<file path="src/rtl/contador_modulo_param.sv">
// Parameterised modulo-N up/down counter with clear/load, one-shot stop and wrap/load-error pulses.
// Terminal flag is combinational from count and direction; every other output is registered.
module contador_modulo_param #(
  parameter int unsigned WIDTH       = 3,
  parameter int unsigned MODULUS     = 6,
  parameter int unsigned RESET_VALUE = 5
) (
  input  logic             clock,
  input  logic             reset,
  input  logic             enable,
  input  logic             up_down,
  input  logic             one_shot,
  input  logic             clear,
  input  logic             load,
  input  logic [WIDTH-1:0] load_value,
  output logic [WIDTH-1:0] count,
  output logic             terminal_count,
  output logic             wrap_pulse,
  output logic             done,
  output logic             load_error
);

  // One extra bit so MODULUS == 2**WIDTH is still representable in the range check.
  localparam int unsigned     EXT_W   = WIDTH + 1;
  localparam logic [WIDTH-1:0] MAX_VAL = WIDTH'(MODULUS - 1);
  localparam logic [WIDTH-1:0] RST_VAL = WIDTH'(RESET_VALUE);
  localparam logic [EXT_W-1:0] MOD_EXT = EXT_W'(MODULUS);

  logic [WIDTH-1:0] count_q, count_d;
  logic             done_q, done_d;
  logic             wrap_q, wrap_d;
  logic             lerr_q, lerr_d;

  logic             at_term;
  logic             load_ok;
  logic [WIDTH-1:0] inc_val;
  logic [WIDTH-1:0] dec_val;

  // Terminal detection and modulo neighbours of the current count.
  always_comb begin
    at_term = up_down ? (count_q == MAX_VAL) : (count_q == '0);
    load_ok = {1'b0, load_value} < MOD_EXT;
    inc_val = (count_q == MAX_VAL) ? '0 : count_q + WIDTH'(1);
    dec_val = (count_q == '0) ? MAX_VAL : count_q - WIDTH'(1);
  end

  // Next state: clear > load > enable > hold.
  always_comb begin
    count_d = count_q;
    done_d  = done_q;
    wrap_d  = 1'b0;
    lerr_d  = 1'b0;
    if (clear) begin
      count_d = '0;
      done_d  = 1'b0;
    end else if (load) begin
      done_d = 1'b0;
      if (load_ok) begin
        count_d = load_value;
      end else begin
        count_d = '0;
        lerr_d  = 1'b1;
      end
    end else if (enable && !done_q) begin
      if (at_term && one_shot) begin
        done_d = 1'b1;
      end else begin
        count_d = up_down ? inc_val : dec_val;
        wrap_d  = at_term;
      end
    end
  end

  always_ff @(posedge clock or posedge reset) begin
    if (reset) begin
      count_q <= RST_VAL;
      done_q  <= 1'b0;
      wrap_q  <= 1'b0;
      lerr_q  <= 1'b0;
    end else begin
      count_q <= count_d;
      done_q  <= done_d;
      wrap_q  <= wrap_d;
      lerr_q  <= lerr_d;
    end
  end

  assign count          = count_q;
  assign terminal_count = at_term;
  assign wrap_pulse     = wrap_q;
  assign done           = done_q;
  assign load_error     = lerr_q;

endmodule

</file>
<file path="config.mk">
export PLATFORM = sky130hd
export DESIGN_NAME = contador_modulo_param
export DESIGN_NICKNAME = d
export VERILOG_FILES = /design/src/rtl/contador_modulo_param.sv
export SDC_FILE = /design/constraint.sdc
export NUM_CORES = 1
export LEC_CHECK = 0
export CORE_AREA = 2 2 39 41
export DETAILED_ROUTE_END_ITERATION = 7
export DIE_AREA = 0 0 41 43
export HOLD_SLACK_MARGIN = 0.1
export SYNTH_ARGS = -nofsm -noshare
export SYNTH_HDL_FRONTEND = slang
export SYNTH_SLANG_ARGS = --single-unit
</file>
<file path="constraint.sdc">
create_clock -name clock -period 1.99 [get_ports clock]
set_input_delay 0.398 -clock clock [delete_from_list [all_inputs] [get_ports clock]]
set_output_delay 0.398 -clock clock [all_outputs]
set_load 0.01 [all_outputs]
</file>
## Yosys cells after proc, flatten, opt, wreduce, memory -nomap -nowiden

Index checks and enable logic that the tools add are counted.

| cells by class | value |
|---|---|
| add/subtract/negate cells | 2 |
| $lt $le $gt $ge | 1 |
| eq/ne operators | 2 |
| muxes and demuxes | 20 |
| reduce and logical (&&, ||, !) cells | 8 |

Operators with widths:

| kind | count |
|---|---|
| 3-bit two-way mux | 8 |
| 1-bit two-way mux | 12 |
| 3-bit nonzero test | 2 |
| 2-bit AND reduction | 2 |
| 3-bit by 1-bit adder with 3-bit output (second input constant) | 1 |
| 3-bit == test (second input constant) | 1 |
| 3-bit zero test | 1 |
| 3-bit < comparator (second input constant) | 1 |
| 3-bit != test (second input constant) | 1 |
| 3-bit by 1-bit subtractor with 3-bit output (second input constant) | 1 |
| 1-bit logical AND | 2 |
| 1-bit zero test | 1 |

| word-level totals | value |
|---|---|
| bits in registers | 6 |
| output and inout port bits | 7 |
| logic and storage cells | 37 |

## Depth between registers and ports, before layout

| logic depth | value |
|---|---|
| word-level depth | 7 |
| depth in mapped cells | 5 |
| mapped depth without buffers | 4 |

## Worst setup path before layout

No wires, ideal clock.

| timing path | value |
|---|---|
| path type | register to register |
| from | reg count_q[0] (netlist: count[0]) |
| to | reg count_q[1] (netlist: count[1]) |
| setup time | 0.125 ns |
| arrival | 1.364 ns |
| setup slack | 0.501 ns |
| cell stages (with the launch flop) | 6 |
| buffers on the path | 1 |
| clock period less this slack | 1.489 ns |
| cell sequence | dfstp_2 > buf_6 > nand3_1 > a21oi_4 > o21bai_2 > mux2_4 |

| on the way | value |
|---|---|
| word-level cells in the longest chain between the ends | 7 |
| elaborated cells between the ends (all ways) | 15 |
| those cells by class | add/sub: 2; eq/ne: 2; mux: 8; reduce/logical: 3 |

Ends and longest elaborated chain:

| element | line | RTL |
|---|---|---|
| start, declared | 29 | `logic [WIDTH-1:0] count_q, count_d;` |
| start signal, assigned | 81 | `count_q <= count_d;` |
| 3-bit by 1-bit subtractor with 3-bit output (tied with other cells) | 44 | `dec_val = (count_q == '0) ? MAX_VAL : count_q - WIDTH'(1);` |
| 3-bit two-way mux, on equally long branches | 44, 43 |  |
| 3-bit two-way mux | 68 | `count_d = up_down ? inc_val : dec_val;` |
| 3-bit two-way mux | 65 | `if (at_term && one_shot) begin` |
| 3-bit two-way mux | 64 | `end else if (enable && !done_q) begin` |
| 3-bit two-way mux | 56 | `end else if (load) begin` |
| 3-bit two-way mux | 53 | `if (clear) begin` |

Several ways; a longest one is shown, not always the timed one. The select of a mux whose other input is x is not followed.
A chain may end at the register's enable or synchronous reset.

## Final worst setup path

| timing path | value |
|---|---|
| from | in up_down |
| to | out terminal_count |

| on the way | value |
|---|---|
| word-level cells in the longest chain between the ends | 1 |

Ends and longest elaborated chain:

| element | line | RTL |
|---|---|---|
| start, declared | 11 | `input logic up_down,` |
| 1-bit two-way mux | 41 | `at_term = up_down ? (count_q == MAX_VAL) : (count_q == '0);` |
| end, declared | 17 | `output logic terminal_count,` |

No other way between the ends.

==> run metrics <==
latest clock arrival within the worst-skew pair 250 ps; CTS Buf Count 3; max-slew violations 0; Synth top cells by count 5 x a21oi_1, 4 x dfrtp_1, 3 x inv_1, 3 x nand2b_1, 3 x nand3_1; Initial Util 0.310; Vias/cell 4.90; share of flip-flops with an asynchronous set or reset 1.00; final setup TNS 0 ps; share of the synthesized area in the top cell type 0.233; global route overflow 0; Req. time, crit path 1590 ps; hpwl dp 769 µm; final core occ 0.469; H-tree depth 1; Final Hold Vio Count 0; row count 14; critical path's largest stage delay 430 ps; ANT cells 0; Post-CTS Setup Inserts 0; YS warnings 0; status finished clean; pwr dens 579 mW/mm²; overall power after layout 376 µW; final setup fails 0; most common cell in the netlist a21oi_1; VDD IR max 0.297 mV; Core Area 0.00138 mm²; Port-buffer cells 16; Critical Path, Cell by Cell clkdlybuf4s50_1 > or3_4 > a21oi_2 > buf_2; synthesized net count 55; initial antenna violation count 0; Layout area overhead 51.3%; CP Max Fanout 3; # DRC 0; Mean Syn Cell Area 9.54 µm²; Gate Count Post-Synth 45; Die H 43 µm; Worst Path Arrival 1490 ps; Max clock buf depth 2; die width 41 µm; filler instances 149; Final ANT Viol Nets 0; First-pass DRT Iterations 3; routability congestion estimate 0.714; clk sinks 6; Distinct cells, synth 28; Rel. slew slack 0.809; Routed WL 981 µm; Pleak 0.000275 µW; clock-pin slew on the worst setup and hold paths 50 ps; max cap viols 0; RSZ-0062 raised after global routing false; fmax 529 MHz; Clock Tree Root clkbuf_4; setup ws final 98.6 ps; top cell type by total area after synthesis dfrtp_1; fin crit share 0.950; HP Class in -> async; share of layout cells above drive strength 1 0.269; I/O Pins 17; Synth Register Bits 6; top_reg_cell synth dfrtp_1; Setup CP Type in -> out; sequential area share after synthesis 0.356; dpl ws -356 ps; vias in the first global route 402; Fin Hold WS 365 ps; Crit. End Element primary output; Least-Margin Pin Slew 287 ps; Layout Skew 2.16 ps; die footprint 0.00176 mm²; CTS tree yes; post-layout min period 1890 ps; vias 407; DRT iter0 DRCs 6; Nets 79; per-cell routed wire length 11.8 µm; first-pass GRT wire length 1660 µm; Syn Std Cell Area 429 µm²; startpoint types primary input; Global Route Usage Sum 0.148; Post-synth EDFFs 0; largest net degree at the start of global routing 10; Critical-path top delay cell clkdlybuf4s50_1; largest cells by area after synthesis dfrtp_1 23%, dfstp_2 12%, a21oi_1 5.8%
-- registers in the layout, summed over array words and instances, names as in the netlist --
name	count
done	1
count	3
load_error	1
wrap_pulse	1
-- routing by layer --
metal	track usage	wire, µm
met4	0.140	0
met5	0	0
met2	0.203	497
met1	0.178	450
met3	0.0314	33
-- cell usage in the layout (no fill, tap or decap), types with 2 or more instances in the layout --
cell and instances:
nand2_1 2, dfrtp_1 4, nand3_1 3, or2b_1 2, clkdlybuf4s50_1 15, buf_4 4
nand2b_1 3, a21oi_1 4, inv_1 3, nor2_1 2, dfstp_2 2, clkbuf_4 3
-- what timing repair did --
| action | CTS | global route |
|---|---|---|
| setup endpoints to repair | 1 | 0 |
| gates resized for setup | 5 | 0 |
| hold buffers | 0 | 0 |
-- stage by stage --
stage	instances	area (µm²)
after floorplan	45	429
after global placement	80	628
after detailed placement	80	628
after CTS	83	649
after global routing	83	649
final	83	649
-- kinds of logic after synthesis --
family | count (synthesis) | share of synthesized area
and+or+nand+nor | 18 | 0.268
buffers and inverters | 4 | 0.0525
AOI/OAI and AO/OA | 15 | 0.265
DFF | 6 | 0.356
muxes | 2 | 0.0583
-- worst max-delay path: cells and delay by family --
family | cells | cell delay, ps
AND/OR/NAND/NOR | 1 | 370
buffers and inverters | 2 | 570
AO/OA/AOI/OAI | 1 | 150
-- power breakdown --
part	internal (µW)	switching [µW]
clock network	68.6	48.8
registers	132	11.0
logic	67.3	48.2
-- final timing paths --
path                                         to            startpoint  cells past startpoint  slack, ps
setup / recovery                 terminal_count               up_down                      4        100
hold / removal                 done$_DFFE_PP0P_                 reset                      2        360
setup reg to reg           count[1]$_DFFE_PP0P_  count[2]$_DFFE_PP1P_                      4        490
hold reg to reg                done$_DFFE_PP0P_      done$_DFFE_PP0P_                      2        520
max in group asynchronous  count[2]$_DFFE_PP1P_                 reset                      2       1360
min in group clock             done$_DFFE_PP0P_      done$_DFFE_PP0P_                      2        520
-- area by class of cell --
class	count	area, µm²	share of cell area
well taps	16	20.0	0.0308
multi-input cells	35	258	0.397
flip-flops and latches	6	153	0.235
clock buffers	3	22.5	0.0347
inverters	3	11.3	0.0173
repair buffers	20	185	0.285
Note: power is estimated with default switching activity, not from simulation.
